### src/rtl/idct_pkg.sv
// Shared definitions for the 8-point 1-D IDCT MAC engine: widths, cosine table,
// rounding constant, output saturation and FSM state type.
package idct_pkg;

    localparam int unsigned IDCT_IN_W   = 12;
    localparam int unsigned IDCT_COEF_W = 8;
    localparam int unsigned IDCT_SHIFT  = 7;
    localparam int unsigned IDCT_OUT_W  = 9;
    localparam int unsigned ACC_W       = IDCT_IN_W + IDCT_COEF_W + 3;

    localparam logic signed [ACC_W-1:0] ROUND_C = ACC_W'(2 ** (IDCT_SHIFT - 1));
    localparam logic signed [ACC_W-1:0] SAT_MAX = ACC_W'(2 ** (IDCT_OUT_W - 1) - 1);
    localparam logic signed [ACC_W-1:0] SAT_MIN = ACC_W'(-(2 ** (IDCT_OUT_W - 1)));

    typedef logic signed [IDCT_COEF_W-1:0] coef_t;

    typedef enum logic {
        StAccum,
        StDone
    } state_e;

    // Row k, column n: round(128 * c(k) * cos((2n+1)k*pi/16))
    localparam coef_t COEF_TBL [8][8] = '{
        '{ 8'sd45,  8'sd45,  8'sd45,  8'sd45,  8'sd45,  8'sd45,  8'sd45,  8'sd45},
        '{ 8'sd63,  8'sd53,  8'sd36,  8'sd12, -8'sd12, -8'sd36, -8'sd53, -8'sd63},
        '{ 8'sd59,  8'sd24, -8'sd24, -8'sd59, -8'sd59, -8'sd24,  8'sd24,  8'sd59},
        '{ 8'sd53, -8'sd12, -8'sd63, -8'sd36,  8'sd36,  8'sd63,  8'sd12, -8'sd53},
        '{ 8'sd45, -8'sd45, -8'sd45,  8'sd45,  8'sd45, -8'sd45, -8'sd45,  8'sd45},
        '{ 8'sd36, -8'sd63,  8'sd12,  8'sd53, -8'sd53, -8'sd12,  8'sd63, -8'sd36},
        '{ 8'sd24, -8'sd59,  8'sd59, -8'sd24, -8'sd24,  8'sd59, -8'sd59,  8'sd24},
        '{ 8'sd12, -8'sd36,  8'sd53, -8'sd63,  8'sd63, -8'sd53,  8'sd36, -8'sd12}
    };

    function automatic coef_t idct_coef(input logic [2:0] k, input logic [2:0] n);
        return COEF_TBL[k][n];
    endfunction

    function automatic logic signed [IDCT_OUT_W-1:0] sat_out(
        input logic signed [ACC_W-1:0] v
    );
        if (v > SAT_MAX) begin
            return SAT_MAX[IDCT_OUT_W-1:0];
        end else if (v < SAT_MIN) begin
            return SAT_MIN[IDCT_OUT_W-1:0];
        end
        return v[IDCT_OUT_W-1:0];
    endfunction

endpackage

### src/rtl/idct_1d_mac_lane.sv
// One IDCT output lane: signed accumulator with multiply-add enable and clear.
module idct_1d_mac_lane #(
    parameter int unsigned IN_W   = 12,
    parameter int unsigned COEF_W = 8,
    parameter int unsigned ACC_W  = 23
) (
    input  logic                    clk,
    input  logic                    reset,
    input  logic                    clear_i,
    input  logic                    en_i,
    input  logic signed [COEF_W-1:0] coef_i,
    input  logic signed [IN_W-1:0]   din_i,
    output logic signed [ACC_W-1:0]  acc_o
);

    logic signed [ACC_W-1:0] acc_q, acc_d;
    logic signed [ACC_W-1:0] prod;

    // Both operands sign-extended before the multiply so the product is full precision
    assign prod = ACC_W'(coef_i) * ACC_W'(din_i);

    always_comb begin
        acc_d = acc_q;
        if (clear_i) begin
            acc_d = '0;
        end else if (en_i) begin
            acc_d = acc_q + prod;
        end
    end

    always_ff @(posedge clk) begin
        if (reset) begin
            acc_q <= '0;
        end else begin
            acc_q <= acc_d;
        end
    end

    assign acc_o = acc_q;

endmodule

### src/rtl/idct_1d_mac.sv
// 8-point 1-D inverse DCT: one coefficient per beat broadcast to 8 MAC lanes,
// then round/shift/saturate into a valid/ready output register.
module idct_1d_mac import idct_pkg::*; #(
    parameter int unsigned IN_W   = IDCT_IN_W,
    parameter int unsigned COEF_W = IDCT_COEF_W,
    parameter int unsigned SHIFT  = IDCT_SHIFT,
    parameter int unsigned OUT_W  = IDCT_OUT_W
) (
    input  logic               clk,
    input  logic               reset,
    input  logic               in_valid,
    output logic               in_ready,
    input  logic [IN_W-1:0]    in_coef,
    output logic               out_valid,
    input  logic               out_ready,
    output logic [8*OUT_W-1:0] out_data
);

    state_e             state_q, state_d;
    logic [2:0]         k_q, k_d;
    logic               out_valid_q, out_valid_d;
    logic [8*OUT_W-1:0] out_data_q, out_data_d;
    logic               accept;
    logic               load;

    logic signed [ACC_W-1:0] acc [8];
    logic signed [ACC_W-1:0] rnd [8];
    logic [8*OUT_W-1:0]      sat_vec;

    for (genvar n = 0; n < 8; n++) begin : g_lane
        idct_1d_mac_lane #(
            .IN_W  (IN_W),
            .COEF_W(COEF_W),
            .ACC_W (ACC_W)
        ) u_lane (
            .clk    (clk),
            .reset  (reset),
            .clear_i(load),
            .en_i   (accept),
            .coef_i (idct_coef(k_q, 3'(n))),
            .din_i  (in_coef),
            .acc_o  (acc[n])
        );

        // Add-half then arithmetic shift: round half toward +inf
        assign rnd[n] = (acc[n] + ROUND_C) >>> SHIFT;
    end

    always_comb begin
        sat_vec = '0;
        for (int n = 0; n < 8; n++) begin
            sat_vec[n*OUT_W +: OUT_W] = sat_out(rnd[n]);
        end
    end

    always_comb begin
        state_d  = state_q;
        k_d      = k_q;
        in_ready = 1'b0;
        accept   = 1'b0;
        load     = 1'b0;
        unique case (state_q)
            StAccum: begin
                in_ready = 1'b1;
                if (in_valid) begin
                    accept = 1'b1;
                    k_d    = k_q + 3'd1;
                    if (k_q == 3'd7) begin
                        state_d = StDone;
                    end
                end
            end
            StDone: begin
                if (!out_valid_q || out_ready) begin
                    load    = 1'b1;
                    state_d = StAccum;
                end
            end
            default: state_d = StAccum;
        endcase
    end

    always_comb begin
        out_valid_d = out_valid_q;
        out_data_d  = out_data_q;
        if (load) begin
            out_valid_d = 1'b1;
            out_data_d  = sat_vec;
        end else if (out_ready) begin
            out_valid_d = 1'b0;
        end
    end

    always_ff @(posedge clk) begin
        if (reset) begin
            state_q     <= StAccum;
            k_q         <= '0;
            out_valid_q <= 1'b0;
            out_data_q  <= '0;
        end else begin
            state_q     <= state_d;
            k_q         <= k_d;
            out_valid_q <= out_valid_d;
            out_data_q  <= out_data_d;
        end
    end

    assign out_valid = out_valid_q;
    assign out_data  = out_data_q;

endmodule

### config.mk
export PLATFORM = sky130hd
export DESIGN_NAME = idct_1d_mac
export DESIGN_NICKNAME = d
export VERILOG_FILES = /design/src/rtl/idct_pkg.sv /design/src/rtl/idct_1d_mac_lane.sv /design/src/rtl/idct_1d_mac.sv
export SDC_FILE = /design/constraint.sdc
export NUM_CORES = 2
export LEC_CHECK = 0
export ABC_AREA = 1
export BUFFER_PORTS_ARGS = -buffer_cell sky130_fd_sc_hd__buf_2
export CAP_MARGIN = 20
export CORE_MARGIN = 2
export CORE_UTILIZATION = 51
export CTS_CLUSTER_DIAMETER = 100
export DETAILED_ROUTE_END_ITERATION = 6
export GPL_ROUTABILITY_DRIVEN = 0
export HOLD_SLACK_MARGIN = 0.05
export PLACE_DENSITY = 0.67
export SLEW_MARGIN = 0
export SYNTH_ARGS = -nofsm -noshare
export SYNTH_HDL_FRONTEND = slang
export SYNTH_HIERARCHICAL = 1
export SYNTH_SLANG_ARGS = --single-unit
### constraint.sdc
create_clock -name clk -period 12.65 [get_ports clk]
set_clock_uncertainty 0.2 [all_clocks]
set_input_delay 0 -clock clk [delete_from_list [all_inputs] [get_ports clk]]
set_output_delay 0 -clock clk [all_outputs]
set_load 0.005 [all_outputs]
==> flow_metrics.py <==
metrics = {
    "outcome": {
        "status": "finished clean",
    },
    "critical_path": {
        "timing.critical_path.cells": "inv_1 -> ha_1 -> nand2_1 -> nand2_1 -> nand2_1 -> inv_1 -> fa_1 -> fa_1 -> inv_1 -> fa_1 -> inv_1 -> fa_1 -> ha_1 -> ha_1 -> a21oi_1 -> o21ai_0 -> a21oi_1 -> nand3_1 -> nand2_1 -> nand3_1 -> nand2_1 -> inv_1",
        "worstSetupEndpointType": "flip-flop",
        "worstPathMaxFanout": 23,
        "worst_r2r_path_depth": 22,
        "start_point_of_the_critical_path": "k_q[0]",
        "crit-reg2reg-capture": "g_lane[2].u_lane/acc_o[21]",
        "reg2reg_slack_ps": 4870,
        "worstPathBufferInverterCount": 5,
        "max_stage_delay_ps": 830,
        "critical_path.startpoint_type": "flip-flop",
        "timing.critical_path.slowest_stage_cell": "dfxtp_1",
        "classification_of_the_worst_setup_path": "flip-flop to flip-flop",
        "crit_family": "adder cells",
        "cp_data_required_time_ps": 12970,
        "cp_data_arrival_time_ps": 8100,
        "timing.rr.start": "k_q[0]",
    },
    "timing": {
        "grt_setup_unrepaired": "no",
        "setup_viol": 0,
        "timing.slew.headroom_pct": 29.00,
        "hold_violations": 0,
        "report.final.slew_viol_count": 0,
        "post-route-period-util_pct": 61.52,
        "achievable_freq_ghz": 0.1285,
        "fin_setup_tns_ps": 0,
        "max_slew.worst_pin.slew_ps": 1065,
        "min_period_ps": 7782,
        "worst_hold_slack_ps": 145.9,
    },
    "synthesis": {
        "yosysUniqueCellTypes": 44,
        "synthesis.yosys.warnings": 6,
        "synth_edf_count": 0,
        "postSynthAreaPerCell_sq_um": 7.213,
        "synth-seq-cells": 261,
        "netlist_instances": 7418,
        "ys.flop_type": "dfxtp_1",
        "synthTopCellsByArea": "fa_1 34%, nand2_1 13%, inv_1 12%",
        "yosys.area.top_type": "fa_1",
        "yosys.area.top_type_share_pct": 33.53,
        "mappedNetlistArea_sq_um": 53500,
        "synth.yosys.seq_area_share_pct": 9.766,
        "ys_async_rst_share_pct": 0,
    },
    "clock_tree": {
        "cts_inserted_buffers": 39,
        "clk_transition_reported_paths_ps": 60,
        "cts_buffer_depth": 3,
        "cts_resized": 0,
        "cts_tree": "yes",
        "root_buf_cell": "clkbuf_16",
        "ctsHtreeMaxLevel": 2,
        "clock_insertion_delay_at_the_later_pin_of_the_skew_report_ps": 630,
        "clock-sinks": 261,
    },
    "floorplan": {
        "rows": 118,
        "die_area_sq_um": 107500,
        "top_level_ports": 90,
        "start_util_pct": 51.55,
        "die_w_um": 327.9,
        "die_height_um": 327.9,
        "core_area_sq_um": 103800,
    },
    "placed_design": {
        "io_buffer_count": 89,
        "dp_hpwl_um": 107100,
        "postPlaceCellArea_sq_um": 55120,
    },
    "grt": {
        "track_usage_pct": 25.96,
        "overflow": 0,
        "first_global_vias": 45360,
        "antenna_violations_before_repair": 0,
        "grt_pass1_wl_um": 228000,
        "grt_start_max_net_pins": 76,
    },
    "routing": {
        "via_count": 44600,
        "detail_route.drc_violations": 0,
        "detailedRoute.firstIterationViolations": 3085,
        "per_cell_routed_wire_length_um": 15.32,
        "avgViaCountPerCell": 5.078,
        "routed_wirelength_um": 134600,
        "first_pass_iters": 6,
        "antenna_violating_nets_post_route": 0,
    },
    "hold_path": {
        "hold-path-cell-count": 7,
        "timing.hold.worst_endpoint": "g_lane[0].u_lane/acc_o[1]",
        "min_path_type": "input port to flip-flop",
        "hold_path_startpoint": "in_coef[1]",
    },
    "cells_and_area": {
        "final_net_count": 8722,
        "final_cell_mix": "1851 x nand2_1, 1778 x inv_1, 896 x fa_1, 622 x nor2_1, 434 x ha_1",
        "n_antenna_cell": 0,
        "postLayoutCellArea_sq_um": 56500,
        "most_common_cell_after_layout_fill_and_taps_aside": "nand2_1",
        "drive_gt1_share_pct": 5.268,
        "area_growth_syn_to_layout_pct": 5.603,
    },
    "flow_run": {
        "maxCapViolCount": 0,
    },
}
## metal layers
metal | track usage, % | up-vias | share of wire [%] | wire [um]
li1 | - | 21830 | - | -
met1 | 36.46 | 21450 | 46 | 61770
met2 | 43.22 | 1150 | 46 | 62580
met3 | 2.736 | 172 | 5.6 | 7507
met4 | 5.923 | 0 | 2.0 | 2717
met5 | 0 | - | 0 | 0
## synth_stat cells, drive strengths merged, types with 10 or more instances
| cell type | n |
|---|---|
| a21oi | 294 |
| buf | 23 |
| clkbuf | 209 |
| dfxtp | 261 |
| fa | 896 |
| ha | 434 |
| inv | 1809 |
| nand2 | 1901 |
| nand3 | 329 |
| nand3b | 19 |
| nand4 | 71 |
| nor2 | 667 |
| nor3 | 25 |
| o211ai | 14 |
| o21ai | 243 |
| o21bai | 35 |
| or2 | 10 |
| xnor2 | 33 |
| xor2 | 116 |
## per-stage QoR
stage          worst slack, ps  utilization (%)  std cells
6_report                  4868            54.44       8783
5_1_grt                   4338            54.44       8783
4_1_cts                   4928            54.43       8782
3_5_place_dp              4971            53.10       8708
3_3_place_gp              5147            53.10       8708
2_1_floorplan             6883                -       7424
## registers in the layout (all words and copies together) (netlist names)
register             cells
g_lane.u_lane/acc_o    184
k_q                      3
out_data                72
state_q                  1
out_valid                1
## area by class of cell
cell class,instances,area (sq um)
Clock buffer,52,1116
Clock inverter,16,198.9
Fill cell,9931,47290
Inverter,1815,6820
Multi-Input combinational cell,5116,40550
Sequential cell,261,5225
Tap cell,1380,1727
Timing Repair Buffer,143,865.8
## how the worst max path moves through the flow
stage / end / slack [ps] / cells after the start
floorplan: g_lane[1].u_lane/acc_o[18] / 6880 / 23
global placement: g_lane[2].u_lane/acc_o[21] / 5150 / 22
detailed placement: g_lane[2].u_lane/acc_o[21] / 4970 / 22
CTS: g_lane[2].u_lane/acc_o[21] / 4930 / 22
global route: g_lane[2].u_lane/acc_o[21] / 4340 / 22
finish: g_lane[2].u_lane/acc_o[21] / 4870 / 22
## cell families (layout without fill, tap and decap cells)
group	Yosys count	count (layout)	synth area share, %
buf+inv	2047	2026	14.52
xor+xnor	149	149	2.453
simple gates	3036	3036	23.54
compound gates	594	594	6.048
other cells	1	7	0.007009
fa+ha+maj	1330	1330	43.68
flops	261	261	9.766
## worst register-to-register path: cells and delay by family (launching register included)
kind / cells / cell delay (ps)
DFF: 1 / 830
AOI/OAI and AO/OA: 3 / 560
and+or+nand+nor: 7 / 1840
adders and majority gates: 7 / 3630
buffers and inverters: 5 / 620
## timing repair
item                                    4_1_cts  5_1_grt
hold buffers                                  6        0
endpoints found under the hold margin        34        0
setup buffers                                 0        0
endpoints found under the setup margin        0        0
Power is not shown: default switching activity piles up to over one toggle a cycle in this logic, so the estimate is an artifact.
